`src/rtl/dmux1to7_buf_if.sv`:
```
// dmux1to7_buf_if: producer/consumer bundle for the registered 1-to-N demultiplexer.
interface dmux1to7_buf_if #(
  parameter int WIDTH = 7,
  parameter int N     = 7,
  parameter int SELW  = 3
);
  logic [WIDTH-1:0]        in_data;
  logic                    in_valid;
  logic                    in_ready;
  logic [SELW-1:0]         sel;
  logic [0:N-1][WIDTH-1:0] out_data;
  logic [N-1:0]            out_valid;
  logic [N-1:0]            out_ready;
  logic                    sel_err;
  logic [7:0]              drop_cnt;
  modport master (
    output in_data, in_valid, sel, out_ready,
    input  in_ready, out_data, out_valid, sel_err, drop_cnt
  );
  modport slave (
    input  in_data, in_valid, sel, out_ready,
    output in_ready, out_data, out_valid, sel_err, drop_cnt
  );
endinterface

```
`src/rtl/dmux1to7_buf.sv`:
```
// dmux1to7_buf: steers one word per cycle into one of N single-entry channel registers;
// out-of-range selects are always accepted, flagged and counted, then discarded.
module dmux1to7_buf #(
  parameter int WIDTH = 7,
  parameter int N     = 7,
  parameter int SELW  = 3
) (
  input logic clk,
  input logic rst,
  dmux1to7_buf_if.slave bus
);
  logic [N-1:0]            valid_q, valid_d;
  logic [0:N-1][WIDTH-1:0] data_q, data_d;
  logic                    err_q, err_d;
  logic [7:0]              cnt_q, cnt_d;
  logic                    sel_ok, accept;
  assign sel_ok       = int'(bus.sel) < N;
  // a full slot still accepts when its consumer drains it on the same edge
  assign bus.in_ready = sel_ok ? (!valid_q[bus.sel] || bus.out_ready[bus.sel]) : 1'b1;
  assign accept       = bus.in_valid && bus.in_ready;
  always_comb begin
    valid_d = valid_q;
    data_d  = data_q;
    for (int i = 0; i < N; i++) begin
      data_d[i]  = (accept && int'(bus.sel) == i) ? bus.in_data : data_q[i];
      valid_d[i] = (accept && int'(bus.sel) == i) ? 1'b1 :
                   (valid_q[i] && bus.out_ready[i]) ? 1'b0 : valid_q[i];
    end
    err_d = accept && !sel_ok;
    cnt_d = (err_d && cnt_q != 8'hFF) ? cnt_q + 8'd1 : cnt_q;
  end
  always_ff @(posedge clk or posedge rst) begin
    if (rst) begin
      valid_q <= '0;
      data_q  <= '0;
      err_q   <= 1'b0;
      cnt_q   <= '0;
    end else begin
      valid_q <= valid_d;
      data_q  <= data_d;
      err_q   <= err_d;
      cnt_q   <= cnt_d;
    end
  end
  assign bus.out_valid = valid_q;
  assign bus.out_data  = data_q;
  assign bus.sel_err   = err_q;
  assign bus.drop_cnt  = cnt_q;
endmodule
```
`src/flat_wrapper.sv`:
```
// flat-port wrapper written by rule: the top's interface ports become plain ports
module dmux1to7_buf_flat 
#(
  parameter int WIDTH = 7,
  parameter int N     = 7,
  parameter int SELW  = 3
)
  (clk, rst, bus_in_data, bus_in_valid, bus_sel, bus_out_ready, bus_in_ready, bus_out_data, bus_out_valid, bus_sel_err, bus_drop_cnt);
  dmux1to7_buf_if #(.WIDTH(WIDTH), .N(N), .SELW(SELW)) bus_i ();
  input logic clk;
  input logic rst;
  input wire logic [$bits(bus_i.in_data)-1:0] bus_in_data;
  input wire logic [$bits(bus_i.in_valid)-1:0] bus_in_valid;
  input wire logic [$bits(bus_i.sel)-1:0] bus_sel;
  input wire logic [$bits(bus_i.out_ready)-1:0] bus_out_ready;
  output wire logic [$bits(bus_i.in_ready)-1:0] bus_in_ready;
  output wire logic [$bits(bus_i.out_data)-1:0] bus_out_data;
  output wire logic [$bits(bus_i.out_valid)-1:0] bus_out_valid;
  output wire logic [$bits(bus_i.sel_err)-1:0] bus_sel_err;
  output wire logic [$bits(bus_i.drop_cnt)-1:0] bus_drop_cnt;
  assign bus_i.in_data = bus_in_data;
  assign bus_i.in_valid = bus_in_valid;
  assign bus_i.sel = bus_sel;
  assign bus_i.out_ready = bus_out_ready;
  assign bus_in_ready = bus_i.in_ready;
  assign bus_out_data = bus_i.out_data;
  assign bus_out_valid = bus_i.out_valid;
  assign bus_sel_err = bus_i.sel_err;
  assign bus_drop_cnt = bus_i.drop_cnt;
  dmux1to7_buf #(.WIDTH(WIDTH), .N(N), .SELW(SELW)) u_core (.clk(clk), .rst(rst), .bus(bus_i));
endmodule
```
`config.mk`:
```
export PLATFORM = sky130hd
export DESIGN_NAME = dmux1to7_buf_flat
export DESIGN_NICKNAME = d
export VERILOG_FILES = /design/src/rtl/dmux1to7_buf_if.sv /design/src/rtl/dmux1to7_buf.sv /design/src/flat_wrapper.sv
export SDC_FILE = /design/constraint.sdc
export NUM_CORES = 1
export LEC_CHECK = 0
export BUFFER_PORTS_ARGS = -buffer_cell sky130_fd_sc_hd__buf_2
export CAP_MARGIN = 20
export CORE_ASPECT_RATIO = 1.2
export CORE_MARGIN = 8
export CORE_UTILIZATION = 45
export CTS_CLUSTER_SIZE = 8
export DETAILED_ROUTE_END_ITERATION = 7
export GPL_ROUTABILITY_DRIVEN = 0
export HOLD_SLACK_MARGIN = 0.02
export PLACE_DENSITY = 0.82
export SLEW_MARGIN = 5
export SYNTH_ARGS = -nofsm -noshare
export SYNTH_HDL_FRONTEND = slang
export SYNTH_SLANG_ARGS = --single-unit
```
`constraint.sdc`:
```
create_clock -name clk -period 2.8 [get_ports clk]
set_clock_uncertainty 0.05 [all_clocks]
set_input_delay 0.14 -clock clk [delete_from_list [all_inputs] [get_ports clk]]
set_output_delay 0.14 -clock clk [all_outputs]
set_load 0.05 [all_outputs]
```
==> Yosys cells after proc, flatten, opt, wreduce, memory -nomap -nowiden <==
Index checks and enable logic that the tools add are counted.
{ "word_totals": {"ff_bits": 65, "in_bits": 20, "out_inout_bits": 66, "wordCells": 73} }
{ "op_classes": {"addsub": 1, "n_lt_le_gt_ge": 2, "eq_ne": 7, "mux": 19, "reduce_logical": 28} }
{ "ops": {"columns": ["operator", "n"], "rows": [
  ["$logic_and A1 B1 Y1", 17],
  ["$mux W1", 17],
  ["$reduce_bool A2 Y1", 7],
  ["$eq A3 B3 Y1 const B", 4],
  ["$add A8 B1 Y8 const B", 1],
  ["$ne A8 B8 Y1 const B", 1],
  ["$bmux W1 S3", 2],
  ["$eq A3 B2 Y1 const B", 2],
  ["$lt A3 B4 Y1 const B", 1],
  ["$logic_not A3 Y1", 1],
  ["$lt A3 B3 Y1 const B", 1],
  ["$logic_not A1 Y1", 2],
  ["$logic_or A1 B1 Y1", 1]
]} }

==> Logic depth before layout (Yosys ltp) <==
{ "logic_depth": {"word_depth": 8, "mapped_depth": 6, "depth_no_buf": 5} }

==> Least setup slack after synthesis <==
OpenSTA, ideal clock, no wires.
{ "synth_path": {"path_type": "reg-to-output", "from": "register u_core.valid_q[2], in the netlist u_core.bus.out_valid[2]", "to": "output port bus_in_ready", "arrival_time_ns": 2.652, "t_required_ns": 2.610, "setup_slack_ns": -0.042, "path_stages_with_launch": 4, "n_path_buf": 0, "cell_sequence": "dfrtp_1 nand2b_1 mux2i_1 o311ai_0"} }
{ "synth_between": {"elab_chain_cells": 5} }
{ "synth_rtl": {"columns": ["item", "line_no", "text"], "rows": [
  ["start, declared", "dmux1to7_buf.sv:12", "logic [N-1:0] valid_q, valid_d;"],
  ["start signal, assigned", "dmux1to7_buf.sv:39", "valid_q <= valid_d;"],
  ["$bmux W1 S3", "dmux1to7_buf.sv:19", "assign bus.in_ready = sel_ok ? (!valid_q[bus.sel] || bus.out_ready[bus.sel]) : 1'b1;"],
  ["$mux W1 (implied by the code)", "dmux1to7_buf.sv:19", null],
  ["$logic_not A1 Y1", "dmux1to7_buf.sv:19", null],
  ["$logic_or A1 B1 Y1", "dmux1to7_buf.sv:19", null],
  ["$mux W1", "dmux1to7_buf.sv:19", null],
  ["end, declared", "flat_wrapper.sv:16", "output wire logic [$bits(bus_i.in_ready)-1:0] bus_in_ready;"]
]} }
No other way between the ends. The select of a mux whose other input is x is not followed.

==> Worst setup path in the final report <==
{ "layout_path": {"from": "register u_core.valid_q[4], in the netlist u_core.bus.out_valid[4]", "to": "output port bus_in_ready"} }
Same word-level chain as after synthesis.

==> out/metrics.cfg <==
[routing]
wl_mm = 6.38
num_vias = 1812
postRouteAntennaNets = 0
route.detailed.drc = 0
avgViaCountPerCell = 5.01
wl_per_cell_um = 17.6
drt-initial-drc-count = 74
firstDrtPassIters = 6

[timing]
tightest_slew_ns = 0.490
slew_headroom_pct = 67.4
min_period_over_period_pct = 63.7
fin_tns_setup_ns = 0
slew_viol_final = 0
setup_viol = 0
min_period_ns = 1.78
rsz0062_at_grt = no
hold_violations = 0
fmax_ghz = 0.560

[synthesis]
synth.ff_latch_count = 65
synth.distinct_cells = 31
synthFlopType = dfrtp_1
synth.most_common_cell = dfrtp_1
synth-edff-count = 0
syn_nets = 204
ys_seq_area_share_pct = 60.9
synthTopCellsByCount = 65 x dfrtp_1, 29 x mux2_2, 17 x mux2_1, 13 x nand2_1, 8 x nand2b_1
synth_area_leaders = dfrtp_1 61%, mux2_2 12%, mux2_1 7.2%
syn-cell-area_sq_mm = 0.00267
syn_inst = 183
syn_area_per_cell_sq_um = 14.6
ys_warn_count = 0
yosysTopAreaCell = dfrtp_1
async_flop_share_pct = 100
synth_top_area_share_pct = 60.9

[place]
port-buffer-count = 85
dpl_cell_area_sq_mm = 0.00318
hpwlAfterDp_mm = 4.74

[critical_path]
endpoint_kind = output port
worstPathRequired_ns = 2.61
crit_type = register to output port
cp.arrival_ns = 1.59
crit_fanout = 3
start_kind = register

[finish]
fillers = 506
synthToLayoutAreaGrowth_pct = 27.5
final_area_sq_mm = 0.00340
drive_gt1_share_pct = 51.8
num_antenna_cells = 0
layout.nets = 299

[run]
maxCapViolCount = 0

[cts]
cts_setup_buffers = 0
cts_resized = 0
cts-root-buf = clkbuf_8
clockBufferDepth = 2
cts_htree_levels = 3
cts_tree = built
clkLatencyLatePin_ns = 0.33
cts_made_buffers = 9
postCtsHoldBufs = 1
cts.clk_slew.worst_paths_ns = 0.07
clock_sinks = 65

[grt]
grt-ovfl-total = 0
grt_max_degree = 36
grt_pass1_vias = 1949
grt_pass1_wl_mm = 10.2
grt_antenna_before_repair = 0
grt_usage_pct = 15.6

[pwr]
internal_power_w = 0.00195
net-switching-power_w = 0.00137
ir_drop_mv = 0.557
swShare_pct = 41.3
p_comb_share_pct = 36.4
power_frac_clock_pct = 26.2
power.share.sequential_pct = 37.4
leakage_nw = 1.70
cellPowerDensity_mw_per_mm2 = 975

[floorplan]
ios = 86
fp-row-count = 30
dieArea_sq_mm = 0.00866
coreArea_sq_mm = 0.00571
fp.dieH_um = 100
die_w_um = 86.3
floorplan.initialDensity_pct = 46.8

[hold_path]
worstHoldPathType = input port to register

[outcome]
outcome = finished, final reports clean

==> cell type report <==
class	instances	area, sq um	share of cell area (%)
Sequential cell	65	1630	47.8
Multi-Input combinational cell	108	986	29.0
Inverter	6	22.5	0.662
Tap cell	80	100	2.94
Clock buffer	10	138	4.04
Timing Repair Buffer	88	450	13.2
Clock inverter	5	80.1	2.35
==> placed cells by master, fill, tap and decap left out, types with 2 or more instances in the layout <==
master and n:
buf_2 85, buf_4 2, and4_1 2, nand2b_1 8, mux2_4 7, nand2_1 13
xnor2_1 3, mux2_1 17, nand3_1 3, nand4_1 2, clkbuf_8 10, bufinv_16 2
clkinvlp_4 2, inv_1 4, and3_1 3, mux2_2 29, nor2_1 3, a21oi_1 2
nand3_2 3, dfrtp_1 65
==> routing by layer <==
| metal | vias to the layer above | GRT usage (%) | part of all wire, % |
|---|---|---|---|
| met5 | - | 0 | 0 |
| met4 | 0 | 7.57 | 1.9 |
| met3 | 9 | 5.31 | 6.4 |
| met2 | 60 | 26.9 | 53 |
| met1 | 904 | 16.5 | 39 |
| li1 | 839 | - | - |
==> cells by family (layout without fill, tap and decap cells) <==
family | after synthesis | after routing | synth area share [%]
fa+ha+maj | 1 | 1 | 0.469
flops | 65 | 65 | 60.9
xor+xnor | 3 | 3 | 0.985
simple gates | 44 | 44 | 10.1
compound gates | 6 | 6 | 1.64
mux | 54 | 54 | 23.7
buf+inv | 10 | 109 | 2.11
==> final timing paths <==
path / startpoint / endpoint / slack [ns] / cells after the start
setup reg to reg: u_core.bus.drop_cnt[0] / u_core.bus.drop_cnt[1] / 1.22 / 5
min in group asynchronous: rst / u_core.bus.out_valid[3] / 0.37 / 4
hold / removal: bus_out_ready[3] / u_core.bus.out_valid[3] / 0.03 / 3
max in group asynchronous: rst / u_core.bus.out_data[46] / 1.97 / 4
hold reg to reg: u_core.bus.out_data[11] / u_core.bus.out_data[11] / 0.43 / 1
setup / recovery: u_core.bus.out_valid[4] / bus_in_ready / 1.02 / 5
==> metrics by stage <==
stage,cells,util [%],power (W),hold slack (ns),worst slack [ns]
3_5_place_dp,346,55.7,0.00248,0.189,1.24
5_1_grt,362,59.6,0.00346,0.0347,0.896
3_3_place_gp,346,55.7,0.00245,0.186,1.26
6_report,362,59.6,0.00332,0.0301,1.02
4_1_cts,362,59.6,0.00335,0.0259,1.00
2_1_floorplan,183,-,0.00216,0.225,0.551
==> state kept, by name, summed over array words and instances (netlist names) <==
signal,flops
u_core.bus.sel_err,1
u_core.bus.drop_cnt,8
u_core.bus.out_data,49
u_core.bus.out_valid,7
==> power by group through the flow <==
stage	registers, W	logic [W]	clock network [W]
floorplan	0.00193	0.000228	0
global placement	0.00124	0.00120	0
detailed placement	0.00126	0.00122	0
CTS	0.00124	0.00123	0.000885
global route	0.00127	0.00126	0.000931
finish	0.00124	0.00121	0.000868
==> worst max-delay path, stage by stage (launching register included) <==
cell and delay [ns]:
dfrtp_1 0.34, nand2b_1 0.11, mux2_2 0.28, o221ai_1 0.16, o311ai_1 0.14, buf_2 0.24
Power figures use the tool's default switching activity.
